`src/rtl/seq_alu_package.sv`:
```
// Shared constants and entry layout for the ALU result FIFO.
// Latency: n/a (declarations only).
// Backpressure: n/a (declarations only).
package seq_alu_package;

    localparam int RES_W_DEF = 8;
    localparam int OPC_W_DEF = 3;
    localparam int DEPTH_DEF = 8;

    // Drop counter is 8 bits wide and sticks at its maximum
    localparam logic [7:0] DROP_SAT = 8'd255;

    // One stored result: opcode tag in the upper bits, ALU result below
    typedef struct packed {
        logic [OPC_W_DEF-1:0] opcode;
        logic [RES_W_DEF-1:0] result;
    } alu_entry_t;

endpackage

```
`src/rtl/seq_alu_res_mem.sv`:
```
// Entry storage: DEPTH words, one synchronous write port, one asynchronous read port.
// Latency: write visible on read port after the write edge; read is combinational.
// Backpressure: none; the caller decides when to write. No reset on contents.
module seq_alu_res_mem #(
    parameter int ENTRY_W = 11,
    parameter int DEPTH   = 8,
    localparam int AW     = $clog2(DEPTH)
) (
    input  logic               clk,
    input  logic               wr_en,
    input  logic [AW-1:0]      wr_addr,
    input  logic [ENTRY_W-1:0] wr_dat,
    input  logic [AW-1:0]      rd_addr,
    output logic [ENTRY_W-1:0] rd_dat
);

    logic [ENTRY_W-1:0] mem [DEPTH];

    // Capture the incoming entry at the write pointer
    always_ff @(posedge clk) begin
        if (wr_en) begin
            mem[wr_addr] <= wr_dat;
        end
    end

    assign rd_dat = mem[rd_addr];

endmodule

```
`src/rtl/seq_alu_result_fifo.sv`:
```
// Buffers {opcode, result} pairs from the ALU in write order for a downstream consumer.
// Latency: an entry written into an empty FIFO is presented one cycle after its write edge.
// Backpressure: valid/ready on the output; when full, ALU results are dropped and counted unless a read frees a slot.
module seq_alu_result_fifo
    import seq_alu_package::*;
#(
    parameter int RES_W = RES_W_DEF,
    parameter int OPC_W = OPC_W_DEF,
    parameter int DEPTH = DEPTH_DEF
) (
    input  logic                     clk,
    input  logic                     rst,
    input  logic                     flush,
    input  logic                     alu_valid,
    input  logic [RES_W-1:0]         alu_out,
    input  logic [OPC_W-1:0]         alu_opcode,
    input  logic                     out_ready,
    output logic                     out_valid,
    output logic [RES_W-1:0]         out_data,
    output logic [OPC_W-1:0]         out_opcode,
    output logic                     full,
    output logic                     empty,
    output logic [$clog2(DEPTH):0]   count,
    output logic [7:0]               drop_cnt
);

    localparam int AW      = $clog2(DEPTH);
    localparam int CNT_W   = AW + 1;
    localparam int ENTRY_W = OPC_W + RES_W;

    logic [AW-1:0]      wr_ptr;
    logic [AW-1:0]      rd_ptr;
    logic [ENTRY_W-1:0] head_entry;
    logic               rd_en;
    logic               wr_en;
    logic               drop_evt;

    assign full      = (count == CNT_W'(DEPTH));
    assign empty     = (count == '0);
    assign out_valid = !empty;

    // A read frees the head slot on the same edge, so a full FIFO can still take a write
    assign rd_en    = out_valid && out_ready;
    assign wr_en    = alu_valid && (!full || rd_en);
    assign drop_evt = alu_valid && full && !rd_en && !flush;

    seq_alu_res_mem #(
        .ENTRY_W (ENTRY_W),
        .DEPTH   (DEPTH)
    ) u_mem (
        .clk     (clk),
        .wr_en   (wr_en && !flush),
        .wr_addr (wr_ptr),
        .wr_dat  ({alu_opcode, alu_out}),
        .rd_addr (rd_ptr),
        .rd_dat  (head_entry)
    );

    assign out_opcode = head_entry[ENTRY_W-1:RES_W];
    assign out_data   = head_entry[RES_W-1:0];

    // Pointer and occupancy tracking; flush empties the FIFO and discards same-cycle traffic
    always_ff @(posedge clk or posedge rst) begin
        if (rst) begin
            wr_ptr <= '0;
            rd_ptr <= '0;
            count  <= '0;
        end else if (flush) begin
            wr_ptr <= '0;
            rd_ptr <= '0;
            count  <= '0;
        end else begin
            if (wr_en) begin
                wr_ptr <= wr_ptr + AW'(1);
            end
            if (rd_en) begin
                rd_ptr <= rd_ptr + AW'(1);
            end
            if (wr_en && !rd_en) begin
                count <= count + CNT_W'(1);
            end else if (rd_en && !wr_en) begin
                count <= count - CNT_W'(1);
            end
        end
    end

    // Saturating count of results lost to a full FIFO; flush leaves it alone
    always_ff @(posedge clk or posedge rst) begin
        if (rst) begin
            drop_cnt <= '0;
        end else if (drop_evt && (drop_cnt != DROP_SAT)) begin
            drop_cnt <= drop_cnt + 8'd1;
        end
    end

endmodule

```
`config.mk`:
```
export PLATFORM = sky130hd
export DESIGN_NAME = seq_alu_result_fifo
export DESIGN_NICKNAME = d
export VERILOG_FILES = /design/src/rtl/seq_alu_package.sv /design/src/rtl/seq_alu_res_mem.sv /design/src/rtl/seq_alu_result_fifo.sv
export SDC_FILE = /design/constraint.sdc
export NUM_CORES = 1
export LEC_CHECK = 0
export CAP_MARGIN = 20
export CELL_PAD_IN_SITES_DETAIL_PLACEMENT = 2
export CELL_PAD_IN_SITES_GLOBAL_PLACEMENT = 2
export CORE_UTILIZATION = 26
export DETAILED_ROUTE_END_ITERATION = 7
export PLACE_DENSITY_LB_ADDON = 0.15
export SLEW_MARGIN = 20
export SYNTH_ARGS = -nofsm -noshare
export SYNTH_HDL_FRONTEND = slang
export SYNTH_SLANG_ARGS = --single-unit
```
`constraint.sdc`:
```
create_clock -name clk -period 3.2 [get_ports clk]
set_clock_uncertainty 0.05 [all_clocks]
set_input_delay 0.64 -clock clk [delete_from_list [all_inputs] [get_ports clk]]
set_output_delay 0.64 -clock clk [all_outputs]
set_load 0.005 [all_outputs]
```
==> results.py, run 1 <==
metrics = {
    "logic_synthesis": {
        "synth_top_family_by_area": "multiplexers",
        "yosysUniqueCellTypes": 43,
        "yosysTopAreaCell": "edfxtp_1",
        "synth-seq-cells": 106,
        "synth-main-ff-cell": "edfxtp_1",
        "yosys.area_share.simple": 0.0599,
        "async_flop_share": 0.170,
        "synth_top_area_frac": 0.591,
        "syn-num-nets": 272,
        "synth_compound_area_frac": 0.0386,
        "syn_avg_cell_area_um2": 17.9,
        "synth_warnings": 0,
        "synthAdderAreaFrac": 0.0185,
        "synth-seq-area-share": 0.692,
        "postSynthCellCount": 250,
        "synth-edff-count": 88,
        "muxShareOfSynthArea": 0.153,
        "synth_area_um2": 4470,
        "synth-xor-area-share": 0.0216,
        "synth_area_leaders": "edfxtp_1, mux4_2, dfrtp_1",
    },
    "status": {
        "status": "finished, final reports clean",
    },
    "floorplanning": {
        "rows": 47,
        "design.die.area_um2": 17700,
        "die_x_um": 133,
        "ios": 42,
        "dieHeight_um": 133,
        "initial_utilization": 0.268,
        "core_area_um2": 16700,
    },
    "layout": {
        "fin_nets": 331,
        "diodes": 0,
        "drive_above_1_share": 0.232,
        "regArea_um2": 3090,
        "fill_cells": 1686,
        "multi_input_area_um2": 1310,
        "areaGrowthSynthToFinish_pct": 24.5,
    },
    "min_path": {
        "worstHoldStart": "drop_cnt[6]",
        "whs_endpoint": "drop_cnt[6]",
        "holdPathStages": 1,
        "hold_path.class": "flip-flop to flip-flop",
    },
    "detailed_routing": {
        "via_per_inst": 4.54,
        "vias": 2427,
        "drtPass1Iterations": 4,
        "routed_wl_um": 10100,
        "drtIter0Drc": 163,
        "wl_per_cell_um": 18.9,
        "ant_nets": 0,
        "drc": 0,
    },
    "place": {
        "gp_congestion": 0.705,
        "dp.final_hpwl_um": 6720,
        "io_buffers": 41,
    },
    "setup_path": {
        "critPathRequiredTime_ns": 2.51,
        "critical_path_class": "flip-flop to output port",
        "reg2reg_slack_ns": 0.78,
        "slowest_stage": "mux4_2",
        "crit_chain": "buf_4, mux4_2, mux2_2, clkdlybuf4s50_1",
        "r2r_cells": 7,
        "slowest_delay_ns": 0.55,
        "end_kind": "output port",
        "r2r_end": "count[3]",
        "rr_startpoint": "count[3]",
        "cp_max_fo": 15,
        "startpoint_type": "flip-flop",
        "arrival_ns": 2.31,
    },
    "clock_network": {
        "clock_sinks": 106,
        "clk_pin_slew_ns": 0.07,
        "clock_latency_ns": 0.34,
        "cts-htree-levels": 3,
        "cts_setup_buffers": 0,
        "cts_tree": "yes",
        "clock_path_buffers": 2,
        "cts_buffers": 9,
        "cts_resized": 0,
        "holdBufCountCts": 0,
        "cts_root_buf": "clkbuf_16",
    },
    "global_routing": {
        "grt_antenna_before_repair": 0,
        "grt_remaining_overflow": 0,
        "grt_pass1_wl_um": 15700,
        "grt_usage": 0.123,
        "grt_pass1_vias": 2611,
        "grt_max_degree": 23,
    },
    "timing": {
        "period_share": 0.938,
        "setup_viol": 0,
        "finalHoldViolCount": 0,
        "rsz0062_at_grt": "no",
        "setup-tns-final_ns": 0,
        "period_needed_ns": 3.00,
        "drv_slew": 0,
        "slew_headroom": 0.488,
        "timing.fmax_ghz": 0.333,
        "worst_slew_pin_slew_ns": 0.767,
        "fin_hold_ws_ns": 0.477,
    },
    "pwr": {
        "vdd_drop_max_mv": 0.226,
        "total_leakage_power_nw": 1.90,
        "p_per_area_nw_per_um2": 670,
    },
    "job": {
        "maxCapViolCount": 0,
    },
}
## flip-flops by register name, indices dropped and copies added, names as in the netlist
register	count
u_mem.mem	88
drop_cnt	8
count	4
rd_ptr	3
wr_ptr	3
## power by group
group | leakage, nW | switching, mW | total, mW | internal, mW
clock network | 0.149 | 0.534 | 1.16 | 0.624
registers | 1.03 | 0.0855 | 1.65 | 1.56
logic | 0.724 | 0.401 | 0.924 | 0.522
## final cells by class
class,count,area share
flip-flops and latches,106,0.556
multi-input cells,127,0.236
repair buffers,58,0.0989
well taps,220,0.0494
clock buffers,9,0.0405
clock inverters,7,0.0151
inverters,7,0.00472
## layer usage
metal,routed length [um],track usage,vias up
met4,99,0.0360,0
met2,5060,0.201,26
met5,0,0,-
met1,4610,0.159,1287
li1,-,-,1107
met3,306,0.0331,7
## worst max path at each step
| stage | start | to | slack [ns] | depth (start not counted) |
|---|---|---|---|---|
| after floorplan | out_ready | u_mem.mem[1][0] | 0.68 | 4 |
| after global placement | out_ready | count[3] | 0.39 | 8 |
| after detailed placement | out_ready | count[3] | 0.33 | 8 |
| after CTS | rd_ptr[0] | out_opcode[2] | 0.12 | 4 |
| after global routing | rd_ptr[0] | out_opcode[2] | 0.07 | 4 |
| final | rd_ptr[0] | out_opcode[2] | 0.20 | 4 |
## cells by family (layout without fill, tap and decap cells)
family	count (synthesis)	in the layout
compound gates	21	21
xor+xnor	11	11
fa+ha+maj	6	6
buf+inv	17	81
flops	106	106
mux	39	39
simple gates	50	50
## cell usage in the layout, fill, tap and decap left out, types with 2 or more instances in the layout
cell type,synthesis,layout
buf_4,0,16
nand3_1,3,3
inv_8,0,3
clkbuf_16,0,9
dfrtp_1,18,18
nor2b_1,2,2
a2111oi_2,3,3
a211oi_1,2,2
a21boi_1,2,2
o21ai_1,2,2
nor3_1,4,2
edfxtp_1,88,88
nand2_1,4,4
clkdlybuf4s50_1,0,41
mux2_2,12,12
xnor2_1,2,2
mux2_1,2,2
nand2b_1,6,6
inv_1,7,7
mux2i_1,3,3
nor2_1,18,18
nand4_1,2,2
xor2_1,9,9
a21oi_1,5,5
mux4_2,22,22
or3_1,2,2
o211ai_1,2,2
ha_1,5,5
nor3_2,1,3
## synthesized netlist by cell type (2+ instances only)
master and number:
edfxtp_1 88, mux4_2 22, dfrtp_1 18, nor2_1 18, mux2_2 12, xor2_1 9
inv_1 7, nand2b_1 6, a21oi_1 5, clkbuf_1 5, ha_1 5, nand2_1 4
nor3_1 4, a2111oi_2 3, buf_2 3, mux2i_1 3, nand3_1 3, a211oi_1 2
a21boi_1 2, mux2_1 2, nand4_1 2, nor2b_1 2, o211ai_1 2, o21ai_1 2
or3_1 2, xnor2_1 2
## critical path, delay by kind of cell (launching register included)
kind	cells	cell delay, ns
mux	2	0.82
buf+inv	2	0.79
flops	1	0.35
## through the flow
| step | total power [mW] | instances | worst slack [ns] | utilization | area (um2) |
|---|---|---|---|---|---|
| 3_5_place_dp | 2.63 | 518 | 0.332 | 0.315 | 5260 |
| 4_1_cts | 3.81 | 534 | 0.118 | 0.333 | 5570 |
| 6_report | 3.73 | 534 | 0.198 | 0.333 | 5570 |
| 2_1_floorplan | 2.22 | 250 | 0.676 | - | 4470 |
| 5_1_grt | 3.94 | 534 | 0.0682 | 0.333 | 5570 |
| 3_3_place_gp | 2.61 | 518 | 0.391 | 0.315 | 5260 |
Note: power is estimated with default switching activity, not from simulation.
==> run 2, diff against run 1 <==
GPL_TIMING_DRIVEN = 0   (was not set)
==> run 2 against run 1 <==
- clock power barely moved
- maximum frequency fell by 1.8%
- routed wire length rose by 2.7%
- worst setup slack got worse by 0.054 ns
- critical endpoint is now out_data[4]
- highest routed layer unchanged
==> results.py, run 2 (same netlist as run 1, synthesis figures left out) <==
metrics = {
    "setup_path": {
        "end_kind": "output port",
        "critPathRequiredTime_ns": 2.51,
        "arrival_ns": 2.37,
        "critical_path_class": "flip-flop to output port",
        "cp_max_fo": 10,
        "r2r_cells": 4,
        "startpoint_type": "flip-flop",
    },
    "detailed_routing": {
        "wl_per_cell_um": 19.6,
        "ant_nets": 0,
        "drc": 0,
        "routed_wl_um": 10300,
        "drtPass1Iterations": 4,
        "vias": 2429,
        "via_per_inst": 4.61,
        "drtIter0Drc": 155,
    },
    "timing": {
        "worst_slack_ns": 0.145,
        "setup_viol": 0,
        "rsz0062_at_grt": "no",
        "worst_slew_pin_slew_ns": 0.924,
        "drv_slew": 0,
        "fin_hold_ws_ns": 0.465,
        "period_share": 0.955,
        "setup-tns-final_ns": 0,
        "timing.fmax_ghz": 0.327,
        "slew_headroom": 0.384,
        "finalHoldViolCount": 0,
        "period_needed_ns": 3.06,
    },
    "pwr": {
        "switchingPower_mw": 1.02,
        "p_per_area_nw_per_um2": 677,
        "clkPwrFrac": 0.303,
        "total_leakage_power_nw": 1.85,
        "vdd_drop_max_mv": 0.255,
        "p_total_mw": 3.73,
        "combPwrFrac": 0.257,
        "intPower_mw": 2.71,
        "switching_share": 0.274,
        "sequentialPowerShare": 0.440,
    },
    "global_routing": {
        "grt_max_degree": 19,
        "grt_pass1_vias": 2629,
        "grt_antenna_before_repair": 0,
        "grt_usage": 0.127,
        "grt_pass1_wl_um": 16400,
        "grt_remaining_overflow": 0,
    },
    "clock_network": {
        "clock_path_buffers": 2,
        "clock_sinks": 106,
        "cts_tree": "yes",
        "cts-htree-levels": 3,
        "cts_buffers": 9,
        "holdBufCountCts": 0,
        "clock_latency_ns": 0.34,
        "clk_pin_slew_ns": 0.07,
        "cts_root_buf": "clkbuf_16",
    },
    "layout": {
        "fin_nets": 324,
        "top_register": "u_mem.mem",
        "largest_reg_flops": 88,
        "diodes": 0,
        "drive_above_1_share": 0.231,
        "fin_area_um2": 5500,
        "mostFrequentLayoutCells": "edfxtp_1, clkdlybuf4s50_1, mux4_2",
        "layout_commonest_cell": "edfxtp_1",
        "utilization": 0.329,
        "instances_no_fill": 527,
        "areaGrowthSynthToFinish_pct": 23.0,
        "top_regs": "u_mem.mem (88), drop_cnt (8), count (4)",
    },
    "place": {
        "dp.final_hpwl_um": 6720,
        "gp_congestion": 0.663,
        "io_buffers": 40,
        "dp.cells": 512,
        "dpl_cell_area_um2": 5190,
        "pre_cts_ws_ns": -0.0772,
    },
    "floorplanning": {
        "core_area_um2": 16700,
        "ios": 42,
        "initial_utilization": 0.268,
        "die_x_um": 133,
        "dieHeight_um": 133,
        "design.die.area_um2": 17700,
        "rows": 47,
    },
    "status": {
        "status": "finished, final reports clean",
    },
    "min_path": {
        "holdPathStages": 1,
        "hold_path.class": "flip-flop to flip-flop",
    },
    "job": {
        "maxCapViolCount": 0,
    },
}
-- run 2: cell count changes in the layout (fill, tap and decap cells not counted), moves of 2 or more --
cell	delta
buf_4	-14
nor2_1	-6
nor2_2	+6
buf_6	+3
clkbuf_1	+3
inv_8	-3
buf_2	+2
inv_6	+2
-- run 2: worst paths after layout --
check,startpoint,end,slack (ns)
setup / recovery,rd_ptr[0],out_data[4],0.14
hold / removal,drop_cnt[6],drop_cnt[6],0.47
setup reg to reg,count[2],u_mem.mem[7][6],0.64
hold reg to reg,drop_cnt[6],drop_cnt[6],0.47
max in group asynchronous,rst,rd_ptr[0],1.86
min in group asynchronous,rst,drop_cnt[4],0.70
-- run 2: layer usage --
metal  track usage  vias up  share of wire
met5             0        -              0
met3        0.0316        8          0.027
li1              -     1096              -
met4        0.0398        0          0.012
met2         0.188       26           0.47
met1         0.184     1299           0.50
-- run 2: worst max-delay path: stages (launching register included) --
cell             delay, ns
dfrtp_2               0.48
buf_6                 0.26
mux4_2                0.54
mux2_2                0.29
clkdlybuf4s50_1       0.45
-- run 2: what timing repair did --
action,4_1_cts,5_1_grt
endpoints found under the hold margin,0,0
setup endpoints to repair,11,7
resized for setup,6,3
setup buffers,0,0
-- run 2: cell type report --
type	count	area [um2]
Inverter	7	26.3
Timing Repair Buffer	42	415
Buffer	9	62.6
Clock buffer	9	225
Multi-Input combinational cell	127	1330
Fill cell	1728	11200
Sequential cell	106	3090
Tap cell	220	275
Clock inverter	7	73.8
-- run 2: power groups by stage --
stage / Sequential [mW] / Clock, mW / Combinational, mW
2_1_floorplan: 1.64 / 0 / 0.579
3_3_place_gp: 1.66 / 0 / 0.963
3_5_place_dp: 1.66 / 0 / 0.983
4_1_cts: 1.64 / 1.17 / 0.983
5_1_grt: 1.66 / 1.23 / 1.05
6_report: 1.64 / 1.13 / 0.957
==> run 3, diff against run 2 <==
CORE_UTILIZATION = 43   (was 26)
==> run 3 against run 2 <==
- non-clock buffer count is 4 higher
- highest routed layer unchanged
- flip-flop and latch count unchanged
- global-route usage rose by 8.4 points
- clock power decreased by 28%
- final area fell by 3.3%
- die area shrank 39%
==> results.py, run 3 (same netlist as run 1, synthesis figures left out) <==
metrics = {
    "status": {
        "status": "finished, final reports clean",
    },
    "global_routing": {
        "grt_pass1_vias": 2704,
        "grt_use_met2": 0.342,
        "grt_remaining_overflow": 0,
        "grt_usage": 0.211,
        "grt_pass1_wl_um": 16300,
        "grtUsageMet1": 0.286,
        "grt_antenna_before_repair": 0,
        "use_met3": 0.0338,
        "grt-busiest-layer": "met2",
        "grt_max_degree": 21,
    },
    "setup_path": {
        "end_kind": "output port",
        "r2r_cells": 5,
        "rr_startpoint": "count[2]",
        "critical_path_class": "flip-flop to output port",
        "reg2reg_slack_ns": 0.57,
        "arrival_ns": 2.45,
        "cp_max_fo": 10,
        "critPathRequiredTime_ns": 2.51,
        "r2r_end": "u_mem.mem[1][6]",
        "startpoint_type": "flip-flop",
    },
    "pwr": {
        "intPower_mw": 2.42,
        "combPwrFrac": 0.292,
        "clkPwrFrac": 0.234,
        "sequentialPowerShare": 0.474,
        "p_per_area_nw_per_um2": 650,
        "switchingPower_mw": 1.03,
        "switching_share": 0.299,
        "vdd_drop_max_mv": 0.316,
        "total_leakage_power_nw": 1.82,
    },
    "min_path": {
        "whs_endpoint": "drop_cnt[6]",
        "hold_path.class": "flip-flop to flip-flop",
        "worstHoldStart": "drop_cnt[6]",
        "holdPathStages": 1,
    },
    "layout": {
        "fin_area_um2": 5320,
        "diodes": 0,
        "top_register": "u_mem.mem",
        "fin_nets": 328,
        "areaGrowthSynthToFinish_pct": 18.9,
        "largest_reg_flops": 88,
        "drive_above_1_share": 0.241,
        "instances_no_fill": 444,
        "fill_cells": 870,
        "top_regs": "u_mem.mem (88), drop_cnt (8), count (4)",
        "mostFrequentLayoutCells": "edfxtp_1, clkdlybuf4s50_1, mux4_2",
        "layout_commonest_cell": "edfxtp_1",
    },
    "place": {
        "io_buffers": 40,
        "gp_congestion": 0.659,
        "dpl_cell_area_um2": 5080,
        "dp.cells": 425,
        "pre_cts_ws_ns": -0.0992,
        "dp.final_hpwl_um": 7000,
    },
    "detailed_routing": {
        "drc": 0,
        "drtIter0Drc": 123,
        "wl_per_cell_um": 23.8,
        "via_per_inst": 5.53,
        "drtPass1Iterations": 4,
        "ant_nets": 0,
        "routed_wl_um": 10600,
        "vias": 2455,
    },
    "clock_network": {
        "cts_root_buf": "clkbuf_8",
        "clock_sinks": 106,
        "clock_latency_ns": 0.38,
        "cts-htree-levels": 3,
        "cts_buffers": 9,
        "clk_pin_slew_ns": 0.11,
        "clock_path_buffers": 2,
        "holdBufCountCts": 0,
        "cts_tree": "yes",
    },
    "timing": {
        "slew_headroom": 0.411,
        "setup-tns-final_ns": 0,
        "finalHoldViolCount": 0,
        "worst_slack_ns": 0.0618,
        "period_share": 0.981,
        "fin_hold_ws_ns": 0.477,
        "worst_slew_pin_slew_ns": 0.882,
        "setup_viol": 0,
        "period_needed_ns": 3.14,
        "drv_slew": 0,
        "timing.fmax_ghz": 0.319,
    },
    "floorplanning": {
        "design.die.area_um2": 10800,
        "die_x_um": 104,
        "ios": 42,
        "rows": 36,
        "initial_utilization": 0.451,
        "dieHeight_um": 104,
        "core_area_um2": 9910,
    },
    "job": {
        "maxCapViolCount": 0,
    },
}
-- run 3: changes by cell type in the layout (fill, tap and decap cells not counted), sizes merged --
cell    delta
bufinv     -1
clkinv     -1
inv        +2
buf        +4
-- run 3: power by group through the flow --
stage | clock network, mW | logic [mW] | registers (mW)
2_1_floorplan | 0 | 0.579 | 1.64
3_3_place_gp | 0 | 0.932 | 1.65
3_5_place_dp | 0 | 0.983 | 1.66
4_1_cts | 0.830 | 0.990 | 1.64
5_1_grt | 0.874 | 1.10 | 1.65
6_report | 0.808 | 1.01 | 1.64
-- run 3: layout make-up --
type,instances,area (um2),area share
Inverter,7,26.3,0.00494
Clock buffer,9,124,0.0233
Tap cell,133,166,0.0313
Sequential cell,106,3090,0.582
Multi-Input combinational cell,127,1330,0.250
Timing Repair Buffer,46,453,0.0852
Clock inverter,7,66.3,0.0125
Buffer,9,60.1,0.0113
-- run 3: per-stage QoR --
stage | utilization | total power, mW
2_1_floorplan | - | 2.22
3_3_place_gp | 0.508 | 2.59
3_5_place_dp | 0.513 | 2.65
4_1_cts | 0.534 | 3.47
5_1_grt | 0.537 | 3.62
6_report | 0.537 | 3.45
-- run 3: how the worst max path moves through the flow --
stage               startpoint  cells past startpoint              end  slack, ns
global placement     out_ready                      5  u_mem.mem[1][4]      -0.79
floorplan            out_ready                      4  u_mem.mem[1][0]       0.68
CTS                  rd_ptr[1]                      4    out_opcode[0]       0.04
finish               rd_ptr[1]                      4    out_opcode[0]       0.06
global route         rd_ptr[1]                      4    out_opcode[0]     -0.002
detailed placement   out_ready                      6  u_mem.mem[1][4]       -0.1
-- run 3: critical path: stages, from the launching register on --
cell and delay [ns]:
dfrtp_1 0.51, clkbuf_2 0.42, mux4_2 0.38, mux2_2 0.29, clkdlybuf4s50_1 0.47
-- run 3: timing repair --
action | in CTS | in global routing
setup endpoints to repair | 11 | 1
gates resized for setup | 7 | 0
cloned | 0 | 0
pin swaps | 0 | 0
buffers inserted | 0 | 4
-- run 3: metal layers --
metal  part of all wire  vias up  wire length [um]
met1               0.45     1275              4710
li1                   -     1109                 -
met5                  0        -                 0
met2               0.51       55              5360
met3              0.027       16               290
met4              0.018        0               193
